### src/rtl/apb_adc_drain_master_if.sv
// APB initiator bus and sample stream of the ADC drain master.
interface apb_adc_drain_master_if #(
    parameter int APB_ADDR_WIDTH = 32
);
    logic [APB_ADDR_WIDTH-1:0] paddr;
    logic                      psel;
    logic                      penable;
    logic                      pwrite;
    logic [31:0]               pwdata;
    logic [31:0]               prdata;
    logic                      pready;
    logic                      pslverr;
    logic                      smp_valid;
    logic [13:0]               smp_data;
    logic                      smp_ready;

    modport master (
        output paddr, psel, penable, pwrite, pwdata,
        input  prdata, pready, pslverr,
        output smp_valid, smp_data,
        input  smp_ready
    );

    modport slave (
        input  paddr, psel, penable, pwrite, pwdata,
        output prdata, pready, pslverr,
        input  smp_valid, smp_data,
        output smp_ready
    );
endinterface

### src/rtl/apb_adc_drain_master.sv
// APB initiator draining the ADC sample FIFO into a valid/ready
// stream, with an on-demand write to the ADC control register.
module apb_adc_drain_master #(
    parameter int          APB_ADDR_WIDTH = 32,
    parameter logic [31:0] ADC_BA         = 32'h1B00_4000,
    parameter int          BURST_MAX      = 16,
    parameter int          TIMEOUT        = 255
) (
    input  logic        pclk,
    input  logic        prst_n,
    input  logic        en,
    input  logic        adc_half_interrupt,
    input  logic        adc_full_interrupt,
    input  logic        ctl_go,
    input  logic [31:0] ctl_wdata,
    apb_adc_drain_master_if.master bus,
    output logic        busy,
    output logic        err,
    output logic [15:0] drained_cnt
);
    typedef enum logic [2:0] {
        S_IDLE,
        S_SETUP,
        S_ACCESS,
        S_PUSH,
        S_GAP
    } state_t;

    typedef enum logic [1:0] {
        K_CTL,
        K_STAT,
        K_DATA
    } kind_t;

    localparam int AW = APB_ADDR_WIDTH;
    localparam logic [AW-1:0] A_CTL  = AW'(ADC_BA + 32'h0C);
    localparam logic [AW-1:0] A_DATA = AW'(ADC_BA + 32'h10);
    localparam logic [AW-1:0] A_STAT = AW'(ADC_BA + 32'h14);
    localparam logic [15:0]   BMAX   = 16'(BURST_MAX);
    localparam logic [7:0]    TO_END = 8'(TIMEOUT - 1);

    state_t      state_q;
    state_t      state_d;
    kind_t       kind_q;
    logic        half_q;
    logic        full_q;
    logic        drain_pend;
    logic        ctl_pend;
    logic [31:0] ctl_data;
    logic [31:0] wdata_q;
    logic [15:0] remaining;
    logic [7:0]  wait_cnt;
    logic [13:0] smp_q;
    logic [AW-1:0] addr;

    logic        trig;
    logic        sel;
    logic        done;
    logic        tmo;
    logic        fail;
    logic        ok;
    logic        start_ctl;
    logic        start_drain;
    logic        pop;
    logic [15:0] fifo_cnt;
    logic        fifo_empty;
    logic        unused_bits;

    assign trig = en & ((adc_half_interrupt & ~half_q)
                      | (adc_full_interrupt & ~full_q));

    assign sel  = (state_q == S_SETUP) || (state_q == S_ACCESS);
    assign done = (state_q == S_ACCESS) && bus.pready;
    assign fail = done && bus.pslverr;
    assign ok   = done && !bus.pslverr;
    assign tmo  = (state_q == S_ACCESS) && !bus.pready
               && (wait_cnt == TO_END);

    assign start_ctl   = (state_q == S_IDLE) && ctl_pend;
    assign start_drain = (state_q == S_IDLE) && !ctl_pend
                      && drain_pend;
    assign pop = (state_q == S_PUSH) && bus.smp_ready;

    assign fifo_cnt    = bus.prdata[31:16];
    assign fifo_empty  = bus.prdata[1];
    assign unused_bits = &{1'b0, bus.prdata[15:14]};

    always_comb begin
        addr = A_DATA;
        unique case (1'b1)
            kind_q == K_CTL:  addr = A_CTL;
            kind_q == K_STAT: addr = A_STAT;
            default:          addr = A_DATA;
        endcase
    end

    assign bus.psel      = sel;
    assign bus.penable   = (state_q == S_ACCESS);
    assign bus.pwrite    = sel && (kind_q == K_CTL);
    assign bus.paddr     = sel ? addr : '0;
    assign bus.pwdata    = (sel && kind_q == K_CTL) ? wdata_q : '0;
    assign bus.smp_valid = (state_q == S_PUSH);
    assign bus.smp_data  = smp_q;
    assign busy          = (state_q != S_IDLE);

    always_ff @(posedge pclk or negedge prst_n) begin
        if (!prst_n) begin
            state_q <= S_IDLE;
        end else begin
            state_q <= state_d;
        end
    end

    // After a data read the FSM parks in PUSH until the sink takes it.
    always_comb begin
        state_d = state_q;
        unique case (state_q)
            S_IDLE: begin
                if (ctl_pend || drain_pend) state_d = S_SETUP;
            end
            S_SETUP: state_d = S_ACCESS;
            S_ACCESS: begin
                if (tmo || fail) begin
                    state_d = S_IDLE;
                end else if (done) begin
                    state_d = (kind_q == K_DATA) ? S_PUSH : S_GAP;
                end
            end
            S_PUSH: begin
                if (bus.smp_ready) begin
                    state_d = (remaining == 16'd1) ? S_IDLE : S_GAP;
                end
            end
            S_GAP: begin
                if (kind_q == K_DATA && remaining != '0) begin
                    state_d = S_SETUP;
                end else begin
                    state_d = S_IDLE;
                end
            end
            default: state_d = S_IDLE;
        endcase
    end

    always_ff @(posedge pclk or negedge prst_n) begin
        if (!prst_n) begin
            half_q      <= 1'b0;
            full_q      <= 1'b0;
            drain_pend  <= 1'b0;
            ctl_pend    <= 1'b0;
            ctl_data    <= '0;
            wdata_q     <= '0;
            kind_q      <= K_CTL;
            remaining   <= '0;
            wait_cnt    <= '0;
            smp_q       <= '0;
            err         <= 1'b0;
            drained_cnt <= '0;
        end else begin
            half_q <= adc_half_interrupt;
            full_q <= adc_full_interrupt;

            // A new request in the same cycle it is taken re-arms it.
            if (trig) begin
                drain_pend <= 1'b1;
            end else if (start_drain) begin
                drain_pend <= 1'b0;
            end

            if (ctl_go) begin
                ctl_pend <= 1'b1;
                ctl_data <= ctl_wdata;
            end else if (start_ctl) begin
                ctl_pend <= 1'b0;
            end

            if (start_ctl) begin
                kind_q  <= K_CTL;
                wdata_q <= ctl_data;
            end else if (start_drain) begin
                kind_q <= K_STAT;
            end

            if (state_q == S_SETUP) begin
                wait_cnt <= '0;
            end else if (state_q == S_ACCESS && !bus.pready) begin
                wait_cnt <= wait_cnt + 8'd1;
            end

            if (tmo || fail) err <= 1'b1;

            if (ok && kind_q == K_STAT) begin
                if (!fifo_empty && fifo_cnt != '0) begin
                    remaining <= (fifo_cnt > BMAX) ? BMAX : fifo_cnt;
                    kind_q    <= K_DATA;
                end
            end

            if (ok && kind_q == K_DATA) smp_q <= bus.prdata[13:0];

            if (pop) begin
                drained_cnt <= drained_cnt + 16'd1;
                remaining   <= remaining - 16'd1;
            end
        end
    end
endmodule

### src/flat_wrapper.sv
// flat-port wrapper written by rule: the top's interface ports become plain ports
module apb_adc_drain_master_flat 
#(
    parameter int          APB_ADDR_WIDTH = 32,
    parameter logic [31:0] ADC_BA         = 32'h1B00_4000,
    parameter int          BURST_MAX      = 16,
    parameter int          TIMEOUT        = 255
)
  (pclk, prst_n, en, adc_half_interrupt, adc_full_interrupt, ctl_go, ctl_wdata, busy, err, drained_cnt, bus_paddr, bus_psel, bus_penable, bus_pwrite, bus_pwdata, bus_prdata, bus_pready, bus_pslverr, bus_smp_valid, bus_smp_data, bus_smp_ready);
  apb_adc_drain_master_if #(.APB_ADDR_WIDTH(APB_ADDR_WIDTH)) bus_i ();
  input  logic pclk;
  input  logic prst_n;
  input  logic en;
  input  logic adc_half_interrupt;
  input  logic adc_full_interrupt;
  input  logic ctl_go;
  input  logic [31:0] ctl_wdata;
  output logic busy;
  output logic err;
  output logic [15:0] drained_cnt;
  output wire logic [$bits(bus_i.paddr)-1:0] bus_paddr;
  output wire logic [$bits(bus_i.psel)-1:0] bus_psel;
  output wire logic [$bits(bus_i.penable)-1:0] bus_penable;
  output wire logic [$bits(bus_i.pwrite)-1:0] bus_pwrite;
  output wire logic [$bits(bus_i.pwdata)-1:0] bus_pwdata;
  input wire logic [$bits(bus_i.prdata)-1:0] bus_prdata;
  input wire logic [$bits(bus_i.pready)-1:0] bus_pready;
  input wire logic [$bits(bus_i.pslverr)-1:0] bus_pslverr;
  output wire logic [$bits(bus_i.smp_valid)-1:0] bus_smp_valid;
  output wire logic [$bits(bus_i.smp_data)-1:0] bus_smp_data;
  input wire logic [$bits(bus_i.smp_ready)-1:0] bus_smp_ready;
  assign bus_paddr = bus_i.paddr;
  assign bus_psel = bus_i.psel;
  assign bus_penable = bus_i.penable;
  assign bus_pwrite = bus_i.pwrite;
  assign bus_pwdata = bus_i.pwdata;
  assign bus_i.prdata = bus_prdata;
  assign bus_i.pready = bus_pready;
  assign bus_i.pslverr = bus_pslverr;
  assign bus_smp_valid = bus_i.smp_valid;
  assign bus_smp_data = bus_i.smp_data;
  assign bus_i.smp_ready = bus_smp_ready;
  apb_adc_drain_master #(.APB_ADDR_WIDTH(APB_ADDR_WIDTH), .ADC_BA(ADC_BA), .BURST_MAX(BURST_MAX), .TIMEOUT(TIMEOUT)) u_core (.pclk(pclk), .prst_n(prst_n), .en(en), .adc_half_interrupt(adc_half_interrupt), .adc_full_interrupt(adc_full_interrupt), .ctl_go(ctl_go), .ctl_wdata(ctl_wdata), .bus(bus_i), .busy(busy), .err(err), .drained_cnt(drained_cnt));
endmodule
### config.mk
export PLATFORM = sky130hd
export DESIGN_NAME = apb_adc_drain_master_flat
export DESIGN_NICKNAME = d
export VERILOG_FILES = /design/src/rtl/apb_adc_drain_master_if.sv /design/src/rtl/apb_adc_drain_master.sv /design/src/flat_wrapper.sv
export SDC_FILE = /design/constraint.sdc
export NUM_CORES = 1
export LEC_CHECK = 0
export BUFFER_PORTS_ARGS = -buffer_cell sky130_fd_sc_hd__buf_2
export CORE_MARGIN = 2
export CORE_UTILIZATION = 45
export CTS_BUF_LIST = sky130_fd_sc_hd__clkbuf_8
export DETAILED_ROUTE_END_ITERATION = 8
export MAX_ROUTING_LAYER = met4
export PLACE_DENSITY = 0.68
export SLEW_MARGIN = 5
export SYNTH_ARGS = -nofsm -noshare
export SYNTH_HDL_FRONTEND = slang
export SYNTH_SLANG_ARGS = --single-unit
### constraint.sdc
create_clock -name pclk -period 2.95 [get_ports pclk]
set_input_delay 0.59 -clock pclk [delete_from_list [all_inputs] [get_ports pclk]]
set_output_delay 0.59 -clock pclk [all_outputs]
set_load 0.02 [all_outputs]
# Word level (Yosys, flattened, before mapping)
# Index checks and enable logic that the tools add are counted.
# word_totals
reg_bits	128
wordCells	92
# classes
n_addsub	3
n_lt_le_gt_ge	1
n_eq_ne	11
muxes	25
n_bitwise	6
n_reduce_logical	33
# ops
op	n
2-to-1 mux 16 bit	4
2-to-1 mux 32 bit	2
nonzero test 16 bit	2
2-to-1 mux 3 bit	6
adder 16 x 1 -> 16 bit, second input constant	1
== test 16 x 1 -> 1 bit, second input constant	1
> comparator 16 x 5 -> 1 bit, second input constant	1
2-to-1 mux 8 bit	2
subtractor 16 x 1 -> 16 bit, second input constant	1
case mux 3 bit (5 select lines)	1
logical AND 1 bit	14
case mux 5 bit (2 select lines)	1
nonzero test 2 bit	5
adder 8 x 1 -> 8 bit, second input constant	1
== test 8 bit, second input constant	1
2-to-1 mux 2 bit	4
== test 3 x 2 -> 1 bit, second input constant	2
2-to-1 mux 1 bit	5
zero test 1 bit	4
AND 1 bit	3
== test 3 x 1 -> 1 bit, second input constant	1
== test 3 bit, second input constant	1
zero test 3 bit	1
logical OR 1 bit	3
other kinds (11)	12

# Logic depth before layout (Yosys ltp)
# Gate-level depths: netlist of run 1.
# depth
ltp_word	7
ltp_mapped	7
depth_no_buf	6

# Least setup slack after synthesis of run 1
# Ideal clock, no wire load.
# synth_path
path_kind	reg-to-output
start	register u_core.state_q[1]
end	output bus_pwdata[22]
arrival_time_ps	1847
required_ps	2360
slack_ps	513
path_stages_with_launch	7
n_path_buf	2
path_cell_list	dfrtp_1 clkbuf_1 xor2_1 nand2b_1 nor3_1 clkbuf_1 and2_1
# synth_via
elab_chain_cells	4
# synth_lines
element	line	source
start, declared	apb_adc_drain_master.sv:42	state_t state_q;
start signal, assigned	apb_adc_drain_master.sv:110	state_q <= state_d;
== test 3 x 1 -> 1 bit / == test 3 x 2 -> 1 bit (equally long branches)	apb_adc_drain_master.sv:72	assign sel = (state_q == S_SETUP) || (state_q == S_ACCESS);
logical OR 1 bit *	apb_adc_drain_master.sv:72	
logical AND 1 bit *	apb_adc_drain_master.sv:101	assign bus.pwdata = (sel && kind_q == K_CTL) ? wdata_q : '0;
2-to-1 mux 32 bit *	apb_adc_drain_master.sv:101	
end, declared	flat_wrapper.sv:25	output wire logic [$bits(bus_i.pwdata)-1:0] bus_pwdata;
# Every way passes the cells marked *; elsewhere a longest branch is shown, timed or not.

# Final worst setup path of run 1
# layout_path
start	register u_core.state_q[0]
end	output bus_pwdata[12]
# Same word-level chain as after synthesis.

==> impl_metrics.csv, run 1 <==
group,metric,value,unit
timing,max_slew_margin,0.4596,
floorplan,pin_count,173,
final_layout,seq_area,3203,sq um
yosys,netlist_area,6000,sq um
route,num_vias,4245,
timing,tightestPinTransition,0.8106,ns
yosys,synth_area_leaders,"dfrtp_1, mux2_2, buf_4",
route,drc,0,
setup_path,start_kind,"register",
yosys,yosys.area.top_type,"dfrtp_1",
floorplan,start_util,0.4567,
yosys,synthCells,512,
setup_path,crit_slowest_cell,"dfrtp_1",
final_layout,multiInputGateArea,2499,sq um
cts,post-cts-setup-buffers,0,
global_routing,antenna_found_initial,0,
floorplan,die_area,14270,sq um
final_layout,area_delta_synth_final,18.60,%
route,wire_per_inst,14.65,um
timing,period_share,0.9344,
timing,finalSetupTns,0,ns
setup_path,required,2.36,ns
yosys,async_flop_share,1.000,
route,drt_iter0_markers,224,
yosys,synth_top_cell_area_share,0.5339,
hold_path,hold_path.class,"in -> async",
status,status,"completed",
final_layout,antennaDiodeCount,0,
cts,cts_resized,0,
place,port_buffers,146,
global_routing,grt_pass1_vias,4291,
final_layout,drive_gt1_frac,0.4009,
global_routing,grt_pass1_wl,20.31,mm
cts,cts.sinks,128,
setup_path,path_class,"reg -> out",
yosys,synth-seq-area-share,0.5339,
cts,cts_buffers,17,
global_routing,gr-total-overflow,0,
timing,fin_crit,2.756,ns
global_routing,grt_start_max_net_pins,57,
place,globalplace.congestion,0.8890,
yosys,synth.avg_cell_area,11.72,sq um
cts,htree_levels,4,
setup_path,end_kind,"output port",
power,ir_drop,0.4607,mV
floorplan,die_h,119.5,um
final_layout,fillers,1166,
cts,cts_tree,"done",
route,routed_wl,12.41,mm
place,dpl.hpwl,8.892,mm
flow_run,maxCapViolCount,0,
cts,cts_root_buf,"clkbuf_8",
global_routing,grt_util_all_layers,0.1856,
yosys,synth_edf_count,0,
yosys,synthMostInstantiatedCell,"dfrtp_1",
power,power.density,889.3,nW/um^2
timing,hold_viol,0,
setup_path,cpPeakStageDelay,0.55,ns
cts,clk_pin_slew,0.07,ns
timing,worst_hold_slack,0.2019,ns
timing,final.setup_skew,0.005580,ns
setup_path,path_max_fanout,33,
route,ant_nets,0,
cts,insertion_delay,0.44,ns
final_layout,fin_nets,736,
cts,clk_path_buf_depth,2,
yosys,yosysWarnings,0,
setup_path,crit_family,"flip-flops",
yosys,synth_flop_cell,"dfrtp_1",
place,place_area,6788,sq um
route,vias_per_cell,5.012,
final_layout,final_cell_area,7116,sq um
floorplan,die_x,119.5,um
setup_path,cp.buffers_inverters,2,
timing,rsz0062_at_grt,"false",
route,firstDrtPassIters,4,
yosys,synth_common_cells,"dfrtp_1, mux2_2, and2_1",
power,total_power,6.328,mW
floorplan,rows,42,
timing,slew_violations,0,
yosys,ys_types,53,
setup_path,worst_ep_arrival_time,2.17,ns
power,power_leakage,3.525,nW
floorplan,core,13140,sq um
timing,max_clock_freq,362.8,MHz
yosys,synth-seq-cells,128,
timing,finalSetupViolCount,0,
setup_path,crit_chain,"xor2_1 -> nand2b_1 -> nor3_2 -> buf_4 -> and2_1 -> buf_2",
cts,ctsHoldBuffers,0,
[cells in the final DEF, fill, tap and decap left out, types with 3 or more instances in the layout]
master	Yosys	layout
a21o_1	3	3
and2_1	34	34
and3_1	3	3
buf_2	5	145
buf_4	31	9
clkbuf_8	0	18
clkinv_2	0	5
clkinvlp_4	0	3
conb_1	1	24
dfrtp_1	128	128
ha_1	5	5
inv_1	14	18
mux2_2	78	78
mux2i_1	3	3
nand2_1	25	25
nand2b_1	3	3
nand3_1	11	11
nand4_1	9	9
nor2_1	26	26
nor3_1	18	17
nor4_1	11	11
o211ai_1	4	4
o21ai_0	12	12
o31ai_1	3	3
or3_1	4	4
or4_1	3	3
xnor2_1	12	12
xor2_1	17	17
[cell families after synthesis]
kind of cell             Yosys count  synth area share
AO/OA/AOI/OAI                     39           0.04442
XOR/XNOR                          29           0.04234
adder cells (fa/ha/maj)            5           0.01043
buffers and inverters             65           0.06486
flip-flops                       128            0.5339
multiplexers                      81            0.1514
other                              1         0.0006251
AND/OR/NAND/NOR                  164            0.1520
[worst reg2reg max path, cell delays in order, from the launching register on]
cell	delay (ns)
dfrtp_1	0.54
or3b_4	0.46
or4_4	0.60
nor2_1	0.32
buf_4	0.22
o21ai_0	0.09
[where the power goes]
part / total, mW / switching [mW] / internal [mW]
clock network: 1.25 / 0.665 / 0.581
registers: 2.57 / 0.350 / 2.22
logic: 2.51 / 1.44 / 1.06
[stage by stage]
step                        util  setup slack (ns)  instances
after floorplan                -            0.5131        535
final                     0.5416            0.1936        847
after global placement    0.5167            0.6471        815
after global routing      0.5416          0.009194        847
after detailed placement  0.5167            0.6011        815
after CTS                 0.5416            0.1480        847
[state kept, by name, indices dropped and copies added, names as in the netlist, 2 cells and up]
signal / count
u_core.wait_cnt: 8
u_core.ctl_data: 32
u_core.remaining: 16
u_core.kind_q: 2
u_core.drained_cnt: 16
u_core.bus.smp_data: 14
u_core.wdata_q: 32
u_core.state_q: 3
[worst paths after layout]
path                                        start                     end  slack, ns  cells after the start
max                             u_core.state_q[0]          bus_pwdata[12]       0.19                      6
min                                        prst_n     u_core.remaining[1]       0.20                      1
max reg2reg                     u_core.state_q[1]     u_core.remaining[4]       0.59                      5
min reg2reg                u_core.drained_cnt[15]  u_core.drained_cnt[15]       0.46                      1
max in group asynchronous                  prst_n     u_core.remaining[4]       1.95                      2
min in group pclk              adc_half_interrupt           u_core.half_q       0.27                      1
[cell type report]
type / count / share of cell area
inverter: 14 / 0.007385
timing repair buffer: 155 / 0.1143
clock inverter: 14 / 0.01125
multi-input combinational: 342 / 0.3512
clock buffer: 18 / 0.03482
sequential: 128 / 0.4501
tap: 176 / 0.03095
[per-layer routing]
| metal | vias up | GRT usage | wire length [um] |
|---|---|---|---|
| met1 | 2048 | 0.2280 | 5438 |
| met3 | 23 | 0.05939 | 800 |
| li1 | 2031 | - | - |
| met4 | 0 | 0.07721 | 230 |
| met5 | - | - | 0 |
| met2 | 143 | 0.2843 | 5942 |
(Power assumes the default switching activity.)
==> run 2: changes to the inputs <==
Settings changed: ABC_AREA set to 1, HOLD_SLACK_MARGIN set to 0.02, PLACE_DENSITY 0.68 to 0.67.
==> run 2 against run 1 <==
Core utilization rose by 1.1 points; global-route usage rose by 0.59 points; die area rose by 8.3%; clock skew rose by 0.0034 ns; clock power rose by 38%; non-clock buffer count fell by 3; combinational power fell by 5%; cell count rose by 35%; clock-buffer cell count fell by 1; synthesized cell count rose by 58%; sequential cell count did not move; register-to-register slack improved by 0.40 ns; critical path type unchanged; largest cell class unchanged; highest routed layer unchanged.
==> impl_metrics.csv, run 2 <==
group,metric,value,unit
final_layout,layout.cells.non_filler,1144,
place,dpl.hpwl,10.13,mm
route,drt_iter0_markers,365,
yosys,synth-xor-area-share,0.01747,
yosys,synth-seq-cells,128,
final_layout,drive_gt1_frac,0.2427,
final_layout,area_delta_synth_final,18.70,%
yosys,netlist_area,6516,sq um
cts,htree_levels,4,
setup_path,path_max_fanout,34,
power,power_leakage,4.177,nW
place,globalplace.congestion,0.8316,
setup_path,required,2.36,ns
timing,final.setup_skew,0.008949,ns
final_layout,layout_common_cells,"nand2_1, buf_2, inv_1, dfrtp_1, o21ai_0",
setup_path,path_class,"reg -> out",
final_layout,fin_util,0.5530,
yosys,synth_edf_count,0,
floorplan,core,13990,sq um
global_routing,grt_start_max_net_pins,62,
setup_path,end_kind,"output port",
timing,worst_hold_slack,0.2296,ns
yosys,synth_common_cells,"nand2_1, inv_1, dfrtp_1",
global_routing,grt_pass1_vias,4925,
floorplan,die_x,124.3,um
floorplan,die_area,15460,sq um
yosys,synth_compound_area_frac,0.09581,
power,power.density,857.1,nW/um^2
floorplan,die_h,124.3,um
timing,rsz0062_at_grt,"false",
cts,cts_tree,"done",
yosys,synthCells,810,
yosys,async_flop_share,1.000,
route,drc,0,
yosys,synthMostInstantiatedCell,"nand2_1",
yosys,synth-seq-area-share,0.4916,
route,vias_per_cell,4.616,
route,num_vias,5281,
timing,fin_crit,2.722,ns
route,routed_wl,14.02,mm
cts,ctsHoldBuffers,0,
timing,max_clock_freq,367.3,MHz
route,ant_nets,0,
floorplan,start_util,0.4658,
place,port_buffers,146,
setup_path,start_kind,"register",
cts,cts_buffers,17,
power,ir_drop,0.4695,mV
final_layout,layout_commonest_cell,"nand2_1",
cts,insertion_delay,0.44,ns
global_routing,grt_util_all_layers,0.1915,
timing,hold_viol,0,
place,post-place-ws,0.6037,ns
timing,finalSetupViolCount,0,
cts,clk_path_buf_depth,2,
yosys,synth_area_leaders,"dfrtp_1, nand2_1, inv_1",
global_routing,antenna_found_initial,0,
timing,tightestPinTransition,0.8139,ns
timing,worst_slack,0.2276,ns
hold_path,hold_path.class,"in -> async",
yosys,synth_top_cell_area_share,0.4916,
timing,slew_violations,0,
yosys,synth_flop_cell,"dfrtp_1",
yosys,muxShareOfSynthArea,0,
yosys,yosys.area.top_type,"dfrtp_1",
route,wire_per_inst,12.26,um
final_layout,reg_top3,"u_core.ctl_data x32, u_core.wdata_q x32",
timing,max_slew_margin,0.4574,
cts,cts_root_buf,"clkbuf_8",
cts,clk_pin_slew,0.08,ns
yosys,synth_top_family_by_area,"simple AND/OR/NAND/NOR gates",
timing,period_share,0.9228,
yosys,yosysWarnings,0,
yosys,yosys.area_share.simple,0.2519,
route,firstDrtPassIters,5,
floorplan,pin_count,173,
yosys,ys_types,34,
final_layout,antennaDiodeCount,0,
status,status,"completed",
yosys,yosys.area_share.adder,0.009601,
yosys,synth.avg_cell_area,8.045,sq um
place,placed_cells,1112,
global_routing,gr-total-overflow,0,
setup_path,worst_ep_arrival_time,2.13,ns
global_routing,grt_pass1_wl,23.49,mm
flow_run,maxCapViolCount,0,
cts,cts.sinks,128,
final_layout,fin_nets,1029,
floorplan,rows,43,
timing,finalSetupTns,0,ns
## run 2: changes by cell type after synthesis, sizes merged, moves of 34 or more
cell   delta
nor2     +69
mux2     -78
nand3    +35
and2     -34
o21ai    +89
inv     +120
nand2   +167
## run 2: power by group
| group | switching [mW] | internal [mW] | leakage, nW |
|---|---|---|---|
| sequential | 0.330 | 2.18 | 1.63 |
| combinational | 1.63 | 0.762 | 2.32 |
| clock | 0.781 | 0.951 | 0.229 |
## run 2: worst paths after layout
kind,startpoint,to,slack (ns),cells after the start
min reg2reg,u_core.err,u_core.err,0.47,1
max in group asynchronous,prst_n,u_core.wdata_q[27],2.02,2
max,u_core.state_q[2],bus_pwdata[2],0.23,8
min in group pclk,adc_half_interrupt,u_core.half_q,0.26,1
max reg2reg,u_core.state_q[0],u_core.wdata_q[2],0.99,5
min,prst_n,u_core.bus.smp_data[12],0.23,1
## run 2: repair_timing
item                       in CTS  in global routing
resized for setup               0                  2
setup endpoints to repair       0                 33
setup buffers                   0                  0
## run 2: kinds of logic after synthesis
| kind of cell | after synthesis |
|---|---|
| adders and majority gates | 5 |
| AOI/OAI and AO/OA | 113 |
| DFF | 128 |
| xor gates and xnor gates | 13 |
| other | 1 |
| and+or+nand+nor | 363 |
| buffers and inverters | 187 |
## run 2: layer usage
metal | vias up | global-route usage | wire length, um
li1 | 2743 | - | -
met1 | 2422 | 0.2616 | 6663
met2 | 109 | 0.2848 | 6615
met3 | 7 | 0.05112 | 633
met4 | 0 | 0.05089 | 108
met5 | - | - | 0
## run 2: cell type report
type | instances | area, sq um
clock buffers | 17 | 234.0
fillers | 1364 | 6254
repair buffers | 152 | 803.3
multi-input cells | 518 | 2546
well taps | 180 | 225.2
flip-flops and latches | 128 | 3204
clock inverters | 15 | 219.0
inverters | 134 | 503.0
## run 2: per-stage QoR
stage / cell area (sq um) / total power [mW]
floorplan: 6603 / 4.331
global placement: 7272 / 4.875
detailed placement: 7272 / 4.932
CTS: 7725 / 6.697
global route: 7735 / 7.143
finish: 7735 / 6.630
## run 2: critical path, stage by stage, from the launching register on
cell and delay [ns]:
dfrtp_1 0.45, inv_2 0.17, nand3_2 0.19, nand2_2 0.16, inv_2 0.06, nor2_4 0.14, nand2_8 0.17, nor2_1 0.15
buf_2 0.18
